[config.mk]
export PLATFORM = sky130hd
export DESIGN_NAME = siso_frame_ctrl
export DESIGN_NICKNAME = d
export VERILOG_FILES = /design/src/rtl/siso_frame_ctrl_pkg.sv /design/src/rtl/siso_shift_core.sv /design/src/rtl/siso_frame_ctrl.sv
export SDC_FILE = /design/constraint.sdc
export NUM_CORES = 1
export LEC_CHECK = 0
export CAP_MARGIN = 40
export CORE_MARGIN = 4
export CORE_UTILIZATION = 51
export DETAILED_ROUTE_END_ITERATION = 6
export PLACE_DENSITY = 0.84
export SYNTH_ARGS = -nofsm -noshare
export SYNTH_HDL_FRONTEND = slang
export SYNTH_SLANG_ARGS = --single-unit
[constraint.sdc]
create_clock -name clk -period 2.1 [get_ports clk]
set_input_delay 0.42 -clock clk [delete_from_list [all_inputs] [get_ports clk]]
set_output_delay 0.42 -clock clk [all_outputs]
set_load 0.03 [all_outputs]
[src/rtl/siso_frame_ctrl_pkg.sv]
// Shared types and helpers for the siso_frame_ctrl serial sequencer.
package siso_frame_ctrl_pkg;

  typedef enum logic [1:0] {
    IDLE   = 2'd0,
    SHIFT  = 2'd1,
    PARITY = 2'd2,
    GAP    = 2'd3
  } state_t;

  localparam int WIDTH_DEFAULT = 8;

  // Counter wide enough to hold values 0..width
  function automatic int cnt_width(input int width);
    return $clog2(width + 1);
  endfunction

endpackage

[src/rtl/siso_shift_core.sv]
// Full-duplex shift datapath: LSB-first transmit register and MSB-in receive register.
module siso_shift_core
  import siso_frame_ctrl_pkg::*;
#(
  parameter int WIDTH = WIDTH_DEFAULT
) (
  input  logic             clk,
  input  logic             reset_n,
  input  logic             load,
  input  logic             shift_en,
  input  logic [WIDTH-1:0] din,
  input  logic             sdi,
  output logic             sdo,
  output logic [WIDTH-1:0] rx_word
);

  logic [WIDTH-1:0] tx_reg;

  // Zeros fill the TX register behind the data, so sdo idles low once a frame is out
  always_ff @(posedge clk or negedge reset_n) begin
    if (!reset_n) begin
      tx_reg  <= '0;
      rx_word <= '0;
    end else if (load) begin
      tx_reg <= din;
    end else if (shift_en) begin
      tx_reg  <= {1'b0, tx_reg[WIDTH-1:1]};
      rx_word <= {sdi, rx_word[WIDTH-1:1]};
    end
  end

  assign sdo = tx_reg[0];

endmodule

[src/rtl/siso_frame_ctrl.sv]
// Parallel-to-serial frame sequencer with full-duplex receive.
// Optional even-parity bit enabled by defining SISO_FRAME_CTRL_PARITY_EN.
module siso_frame_ctrl
  import siso_frame_ctrl_pkg::*;
#(
  parameter int WIDTH      = WIDTH_DEFAULT,
  parameter int GAP_CYCLES = 1
) (
  input  logic             clk,
  input  logic             reset_n,
  input  logic [WIDTH-1:0] din,
  input  logic             din_valid,
  output logic             din_ready,
  output logic             sdo,
  output logic             frame,
  output logic             busy,
  input  logic             sdi,
  output logic [WIDTH-1:0] dout,
  output logic             dout_valid,
  output logic             done
`ifdef SISO_FRAME_CTRL_PARITY_EN
  ,
  output logic             parity_err
`endif
);

`ifdef SISO_FRAME_CTRL_PARITY_EN
  localparam int CORE_W = WIDTH + 1;
`else
  localparam int CORE_W = WIDTH;
`endif
  localparam int CNT_MAX = (WIDTH > GAP_CYCLES) ? WIDTH : GAP_CYCLES;
  localparam int CNT_W   = cnt_width(CNT_MAX);
  localparam logic [CNT_W-1:0] LAST_BIT = CNT_W'(WIDTH - 1);
  localparam logic [CNT_W-1:0] LAST_GAP = CNT_W'((GAP_CYCLES > 0) ? GAP_CYCLES - 1 : 0);
  localparam state_t AFTER_FRAME = (GAP_CYCLES == 0) ? IDLE : GAP;

  state_t            state, next_state;
  logic [CNT_W-1:0]  cnt, cnt_next;
  logic              load, shift_en, frame_end, done_pend;
  logic [CORE_W-1:0] core_din, rx_word;

  // The parity bit rides in the TX register just above the data bits
`ifdef SISO_FRAME_CTRL_PARITY_EN
  assign core_din = {^din, din};
`else
  assign core_din = din;
`endif

  siso_shift_core #(
    .WIDTH(CORE_W)
  ) u_core (
    .clk      (clk),
    .reset_n  (reset_n),
    .load     (load),
    .shift_en (shift_en),
    .din      (core_din),
    .sdi      (sdi),
    .sdo      (sdo),
    .rx_word  (rx_word)
  );

  always_comb begin
    next_state = state;
    cnt_next   = cnt;
    load       = 1'b0;
    shift_en   = 1'b0;
    frame_end  = 1'b0;
    case (state)
      IDLE: begin
        if (din_valid && din_ready) begin
          load       = 1'b1;
          cnt_next   = '0;
          next_state = SHIFT;
        end
      end
      SHIFT: begin
        shift_en = 1'b1;
        cnt_next = cnt + CNT_W'(1);
        if (cnt == LAST_BIT) begin
          cnt_next = '0;
`ifdef SISO_FRAME_CTRL_PARITY_EN
          next_state = PARITY;
`else
          next_state = AFTER_FRAME;
          frame_end  = 1'b1;
`endif
        end
      end
`ifdef SISO_FRAME_CTRL_PARITY_EN
      PARITY: begin
        shift_en   = 1'b1;
        frame_end  = 1'b1;
        next_state = AFTER_FRAME;
      end
`endif
      GAP: begin
        cnt_next = cnt + CNT_W'(1);
        if (cnt == LAST_GAP) begin
          cnt_next   = '0;
          next_state = IDLE;
        end
      end
      default: next_state = IDLE;
    endcase
  end

  // Status outputs are registered from next_state so they line up with the state register
  always_ff @(posedge clk or negedge reset_n) begin
    if (!reset_n) begin
      state      <= IDLE;
      cnt        <= '0;
      frame      <= 1'b0;
      busy       <= 1'b0;
      din_ready  <= 1'b0;
      done_pend  <= 1'b0;
      done       <= 1'b0;
      dout_valid <= 1'b0;
      dout       <= '0;
`ifdef SISO_FRAME_CTRL_PARITY_EN
      parity_err <= 1'b0;
`endif
    end else begin
      state      <= next_state;
      cnt        <= cnt_next;
      frame      <= (next_state == SHIFT) || (next_state == PARITY);
      busy       <= (next_state != IDLE);
      din_ready  <= (next_state == IDLE);
      done_pend  <= frame_end;
      done       <= done_pend;
      dout_valid <= done_pend;
      if (done_pend) begin
        dout <= rx_word[WIDTH-1:0];
`ifdef SISO_FRAME_CTRL_PARITY_EN
        parity_err <= ^rx_word;
`endif
      end
    end
  end

endmodule

==> summary.txt, run 1 <==
Run status
  • Outcome: finished, final reports clean

Synth
  • Top cells by area, synth: dfrtp_1, mux2_4, mux2_2
  • Leading area contributor after synthesis: dfrtp_1
  • XOR/XNOR Fraction of Synth Area: 0%
  • Synth Area in Adders: 3.26%
  • Post-Syn Instances: 109
  • Top cells by count, synth: dfrtp_1, a22o_1, mux2_2, mux2_4, a21o_1
  • Synth cell types: 32
  • Prevailing post-synth register cell: dfrtp_1
  • Ys async rst share: 100%
  • Top-count cell post-synth: dfrtp_1
  • Seq cells post-synth: 35
  • Synth warn: 0
  • Synth Area in Compound Gates: 13.1%
  • Post-Synthesis Cell Area: 1530 um^2
  • Sequential area share after synthesis: 57.1%
  • Synth top area share: 57.1%
  • Largest family of logic cells by synthesized area: multiplexers
  • Post-Syn Nets: 125
  • Simple-gate area share of the yosys netlist: 7.42%
  • Multiplexer share of the synthesized area: 13.7%
  • Syn_area_per_cell: 14.1 um^2
  • Post-synth EDFFs: 0

Clock tree
  • Num CTS Buffers: 5
  • Hold Buf Count CTS: 0
  • Reg clk slew, reported paths: 100 ps
  • Clock sinks: 35
  • Clk_lat worst skew: 330 ps
  • H-Tree Depth: 2
  • Worst-case clock buffer depth: 2
  • Post-CTS Setup Inserts: 0
  • Root Driver: clkbuf_4
  • CTS tree: done
  • Number of gates resized after cts: 0

Placement
  • Placed inst area: 1770 um^2
  • RePlAce Congestion: 0.922
  • Count of input and output buffers: 25
  • Post-DP HPWL: 1910 um

Global route
  • Vias in the first global route: 959
  • Gr ovfl total: 0
  • Pin count of the biggest net entering global routing: 36
  • First-pass GRT wire length: 4540 um
  • Total GRT Usage: 15.1%
  • Initial antenna violation count: 0

Power
  • Seq pwr share: 41.9%
  • Combinational fraction of design power: 45.4%
  • Switching power: 0.00105 W
  • Clock network power share: 12.8%
  • Lkg Pwr: 0.898 nW
  • Worst IR Drop VDD: 980 uV
  • Cell Pwr Density: 1560 nW/um^2
  • Total power draw: 0.00285 W
  • Sw Ratio: 36.7%
  • Internal Power: 0.00180 W

Drt
  • DRT antenna net count: 0
  • Via count: 926
  • DR pass1 iterations: 4
  • Met2 wire len: 1240 um
  • Routed wl met3: 140 um
  • Top Layer Used: met4
  • WL final: 2610 um
  • Avg WL per Cell: 15.5 um
  • Metal-1 WL: 1180 um
  • Number of remaining DRC errors: 0
  • Vias per cell: 5.51
  • 1st-iter DRT viols: 30

STA
  • Setup Skew: 6.04 ps
  • Slew @ Worst Pin: 426 ps
  • Final Critical Period: 1830 ps
  • Final Hold Fails: 0
  • Fmax: 547 MHz
  • Period utilisation layout: 87.1%
  • Slew Limit Fails: 0
  • RSZ-0062 raised after global routing: no
  • Worst slew margin: 71.6%
  • Setup violators final: 0
  • Hold slack: 478 ps
  • Setup TNS: 0 ps

Finish
  • N_diodes: 0
  • Nets: 153
  • Final Core Density: 65.2%
  • Share of layout cells above drive strength 1: 20.4%
  • Area grow syn2layout: 19.2%
  • Post-route design area: 1830 um^2

Floorplan
  • Die Ht: 62.8 um
  • CORE AREA: 2810 um^2
  • Initial Util: 54.7%
  • Die Area: 3950 um^2
  • # rows: 19
  • Die X: 62.8 um
  • Io pins: 26

Worst setup path
  • Worst Setup End Kind: output port
  • Setup CP Type: register to output port
  • Internal reg-to-reg setup slack: 420 ps
  • Worst path max stage delay: 690 ps
  • CP Max Fanout: 3
  • Crit Reg-Reg Startpoint: cnt[0]
  • Crit start category: register
  • Delay-heaviest family, CP: buffers and inverters
  • Crit path launch: din_ready
  • CP Data Required Time: 1680 ps
  • Critical-path cell list: clkdlybuf4s50_1
  • Buffers and inverters on the worst path: 1
  • Slowest CP cell: clkdlybuf4s50_1
  • Crit path DAT: 1410 ps

Run
  • MaxCap Viol Count: 0

Min path
  • Class of the worst hold path: input port to asynchronous set/reset pin
[power by group through the flow]
stage | Sequential (W) | Combinational [W] | Clock (W)
after floorplan | 0.00135 | 0.000820 | 0
after global placement | 0.00118 | 0.00126 | 0
after detailed placement | 0.00121 | 0.00130 | 0
after CTS | 0.00120 | 0.00131 | 0.000373
after global routing | 0.00124 | 0.00139 | 0.000404
final | 0.00119 | 0.00129 | 0.000364
[layout make-up]
class,instances,area (um^2)
Clock buffer,6,51.3
Clock inverter,1,5.00
Fill cell,229,976
Inverter,5,18.8
Multi-Input combinational cell,63,574
Sequential cell,35,876
Tap cell,31,38.8
Timing Repair Buffer,27,265
[logic make-up after synthesis]
kind of cell | count (synthesis)
buffers and inverters | 11
AO/OA/AOI/OAI | 26
adder cells (fa/ha/maj) | 4
multiplexers | 16
flip-flops | 35
AND/OR/NAND/NOR | 17
[through the flow]
step | setup slack (ps) | cells
after floorplan | 596 | 109
after global placement | 363 | 161
after detailed placement | 337 | 161
after CTS | 251 | 168
after global routing | 223 | 168
final | 272 | 168
[cells in the final DEF, fill, tap and decap left out, types with 2 or more instances in the layout]
cell type and count:
o21a_1 2, a31oi_1 2, clkbuf_4 5, a22o_1 8, clkdlybuf4s50_1 25, and3_1 2
inv_1 4, nor2b_1 4, ha_1 4, mux2_2 8, mux2_4 8, a21o_1 7
dfrtp_1 35, nand2_1 3, buf_4 2
[layer usage]
metal  GRT usage, %  vias up
met3           6.83        7
li1               -      444
met4           5.79        0
met2           23.3       20
met1           18.5      455
met5              0        -
[path summary, 6_finish.rpt]
| kind | to | cells past startpoint |
|---|---|---|
| max | din_ready | 1 |
| max reg2reg | frame | 5 |
| min reg2reg | u_core.tx_reg[4] | 1 |
| min | u_core.tx_reg[0] | 2 |
| min in group clk | u_core.tx_reg[4] | 1 |
| max in group asynchronous | u_core.tx_reg[4] | 2 |
Power figures use the tool's default switching activity.
==> inputs of run 2 (changes only) <==
--- a/config.mk
+++ b/config.mk
@@ -5,9 +5,9 @@
 export SDC_FILE = /design/constraint.sdc
 export NUM_CORES = 1
 export LEC_CHECK = 0
-export CAP_MARGIN = 40
 export CORE_MARGIN = 4
 export CORE_UTILIZATION = 51
+export CTS_CLUSTER_DIAMETER = 50
 export DETAILED_ROUTE_END_ITERATION = 6
 export PLACE_DENSITY = 0.84
 export SYNTH_ARGS = -nofsm -noshare
==> results of run 2 <==
Final layout, timing and power as in run 1 (identical DEF).
==> inputs of run 3 (changes only) <==
--- a/config.mk
+++ b/config.mk
@@ -6,10 +6,11 @@
 export NUM_CORES = 1
 export LEC_CHECK = 0
 export CORE_MARGIN = 4
-export CORE_UTILIZATION = 51
+export CORE_UTILIZATION = 52
 export CTS_CLUSTER_DIAMETER = 50
 export DETAILED_ROUTE_END_ITERATION = 6
-export PLACE_DENSITY = 0.84
+export PLACE_DENSITY = 0.85
 export SYNTH_ARGS = -nofsm -noshare
 export SYNTH_HDL_FRONTEND = slang
+export SYNTH_HIERARCHICAL = 1
 export SYNTH_SLANG_ARGS = --single-unit
==> run 3 against run 2 <==
  * Clock power fell by 6.9%
  * First-iteration DRC count rose by 43%
  * Power fell by 4.1%
  * Maximum frequency fell by 0.49%
  * Sequential cell count did not move
  * Combinational power fell by 5%
  * Count of clock-buffer cells in the layout rose by 1
  * Utilization rose by 2.0 points
  * Cell count rose by 7.1%
  * Largest cell class unchanged
  * Highest routed layer unchanged
==> summary.txt, run 3 <==
Power
  • Worst IR Drop VDD: 851 uV (was 980 uV)
  • Seq pwr share: 43.1% (was 41.9%)
  • Cell Pwr Density: 1450 nW/um^2 (was 1560 nW/um^2)
  • Clock network power share: 12.4% (was 12.8%)
  • Total power draw: 0.00273 W (was 0.00285 W)
  • Internal Power: 0.00172 W (was 0.00180 W)
  • Switching power: 0.00101 W (was 0.00105 W)
  • Sw Ratio: 37.1% (was 36.7%)
  • Lkg Pwr: 0.880 nW (was 0.898 nW)
  • Combinational fraction of design power: 44.5% (was 45.4%)

Synth
  • Post-synth EDFFs: 0 (unchanged)
  • Top cells by count, synth: dfrtp_1, mux2_1, nand2_1, mux2i_1, o21ai_0 (was dfrtp_1, a22o_1, mux2_2, mux2_4, a21o_1)
  • Syn_area_per_cell: 13.1 um^2 (was 14.1 um^2)
  • Synth warn: 6 (was 0)
  • Synth top area share: 56.1% (was 57.1%)
  • Synth cell types: 32 (unchanged)
  • Seq cells post-synth: 35 (unchanged)
  • Top-count cell post-synth: dfrtp_1 (unchanged)
  • Post-Synthesis Cell Area: 1560 um^2 (was 1530 um^2)
  • Post-Syn Instances: 119 (was 109)
  • Ys async rst share: 100% (unchanged)
  • Prevailing post-synth register cell: dfrtp_1 (unchanged)
  • Post-Syn Nets: 135 (was 125)
  • Leading area contributor after synthesis: dfrtp_1 (unchanged)
  • Sequential area share after synthesis: 56.1% (was 57.1%)
  • Top cells by area, synth: dfrtp_1, mux2_1, mux2i_1 (was dfrtp_1, mux2_4, mux2_2)

Run
  • MaxCap Viol Count: 0 (unchanged)

Placement
  • Post-DP HPWL: 1990 um (was 1910 um)
  • Placed inst area: 1830 um^2 (was 1770 um^2)
  • Place WS: 196 ps (was 337 ps)
  • RePlAce Congestion: 0.866 (was 0.922)
  • Count of input and output buffers: 25 (unchanged)

Clock tree
  • Worst-case clock buffer depth: 2 (unchanged)
  • H-Tree Depth: 2 (unchanged)
  • Root Driver: clkbuf_4 (unchanged)
  • Post-CTS Setup Inserts: 0 (unchanged)
  • Reg clk slew, reported paths: 100 ps (about the same)
  • Hold Buf Count CTS: 0 (unchanged)
  • CTS tree: done (unchanged)
  • Clock sinks: 35 (unchanged)
  • Clk_lat worst skew: 330 ps (about the same)
  • Num CTS Buffers: 5 (unchanged)
  • Number of gates resized after cts: 0 (unchanged)

Worst setup path
  • Worst Setup End Kind: output port (unchanged)
  • Crit path DAT: 1420 ps (was 1410 ps)
  • Buffers and inverters on the worst path: 1 (unchanged)
  • Critical-path cell list: clkdlybuf4s50_1 (unchanged)
  • Delay-heaviest family, CP: buffers and inverters (unchanged)
  • Setup CP Type: register to output port (unchanged)
  • Crit Reg-Reg Startpoint: state[0] (was cnt[0])
  • Crit start category: register (unchanged)
  • CP Max Fanout: 2 (was 3)
  • Crit path launch: din_ready (unchanged)
  • Internal reg-to-reg setup slack: 400 ps (was 420 ps)
  • CP Data Required Time: 1680 ps (about the same)
  • Worst path max stage delay: 690 ps (about the same)
  • Slowest CP cell: clkdlybuf4s50_1 (unchanged)

STA
  • Fmax: 544 MHz (was 547 MHz)
  • Worst slew margin: 71.0% (was 71.6%)
  • Final setup margin: 263 ps (was 272 ps)
  • Setup violators final: 0 (unchanged)
  • Hold slack: 488 ps (was 478 ps)
  • Final Critical Period: 1840 ps (was 1830 ps)
  • RSZ-0062 raised after global routing: no (unchanged)
  • Period utilisation layout: 87.5% (was 87.1%)
  • Setup TNS: 0 ps (unchanged)
  • Setup Skew: 9.71 ps (was 6.04 ps)
  • Slew @ Worst Pin: 435 ps (was 426 ps)
  • Slew Limit Fails: 0 (unchanged)
  • Final Hold Fails: 0 (unchanged)

Run status
  • Outcome: finished, final reports clean (unchanged)

Global route
  • Gr ovfl total: 0 (unchanged)
  • Total GRT Usage: 16.4% (was 15.1%)
  • First-pass GRT wire length: 4910 um (was 4540 um)
  • Initial antenna violation count: 0 (unchanged)
  • Vias in the first global route: 1017 (was 959)
  • Pin count of the biggest net entering global routing: 36 (unchanged)

Drt
  • Number of remaining DRC errors: 0 (unchanged)
  • DRT antenna net count: 0 (unchanged)
  • Avg WL per Cell: 14.7 um (was 15.5 um)
  • DR pass1 iterations: 4 (unchanged)
  • WL final: 2640 um (was 2610 um)
  • 1st-iter DRT viols: 43 (was 30)
  • Vias per cell: 5.38 (was 5.51)
  • Via count: 969 (was 926)

Finish
  • Commonest non-fill, non-tap cell in the layout: dfrtp_1 (unchanged)
  • Most frequent cells in the layout: dfrtp_1, clkdlybuf4s50_1, nand2_1, mux2_1 (was dfrtp_1, clkdlybuf4s50_1, mux2_2, mux2_4, a22o_1)
  • Nets: 164 (was 153)
  • Share of layout cells above drive strength 1: 13.4% (was 20.4%)
  • Post-route design area: 1880 um^2 (was 1830 um^2)
  • N_diodes: 0 (unchanged)
  • Area grow syn2layout: 20.7% (was 19.2%)

Floorplan
  • Io pins: 26 (unchanged)
  • # rows: 19 (unchanged)
  • Initial Util: 55.7% (was 54.7%)
  • Die X: 62.8 um (about the same)
  • CORE AREA: 2810 um^2 (unchanged)
  • Die Area: 3940 um^2 (was 3950 um^2)
  • Die Ht: 62.8 um (about the same)

Min path
  • Class of the worst hold path: register to register (was input port to asynchronous set/reset pin)
  • Hold_sp: dout[5]
==> run 3: logic make-up after synthesis <==
logic type | Yosys count | synth area share (%)
AO/OA/AOI/OAI | 18 | 7.69
buffers and inverters | 10 | 5.13
multiplexers | 24 | 16.7
AND/OR/NAND/NOR | 28 | 11.2
adder cells (fa/ha/maj) | 4 | 3.21
flip-flops | 35 | 56.1
==> run 3: per-layer routing <==
| layer | part of all wire [%] | up-vias | global-route usage, % |
|---|---|---|---|
| li1 | - | 468 | - |
| met1 | 40 | 472 | 17.5 |
| met2 | 53 | 25 | 27.6 |
| met3 | 4.4 | 4 | 7.01 |
| met4 | 2.2 | 0 | 8.54 |
| met5 | 0 | - | 0 |
==> run 3: cell type report <==
class	count	area (um^2)
Fill cell	244	921
Clock inverter	1	5.00
Multi-Input combinational cell	74	606
Timing Repair Buffer	28	285
Clock buffer	7	45.0
Tap cell	31	38.8
Inverter	4	28.8
Sequential cell	35	876
==> run 3: per-stage QoR <==
step | util, % | cells
global placement | 65.4 | 172
floorplan | - | 119
detailed placement | 65.4 | 172
global route | 67.2 | 180
finish | 67.2 | 180
CTS | 67.2 | 180
==> run 3: worst paths after layout <==
kind	cells after the start	to
worst max-delay path	1	din_ready
worst min-delay path	1	dout[5]
worst max register to register	3	u_core/rx_word[3]
worst min register to register	1	dout[5]
max in group asynchronous	2	u_core/tx_reg[0]
min in group asynchronous	2	dout[7]
==> run 3: power groups by stage <==
stage	logic, W	registers (W)	clock network, W
final	0.00122	0.00118	0.000339
after global routing	0.00132	0.00123	0.000399
after CTS	0.00123	0.00118	0.000355
after detailed placement	0.00123	0.00120	0
after global placement	0.00118	0.00117	0
after floorplan	0.000724	0.00132	0
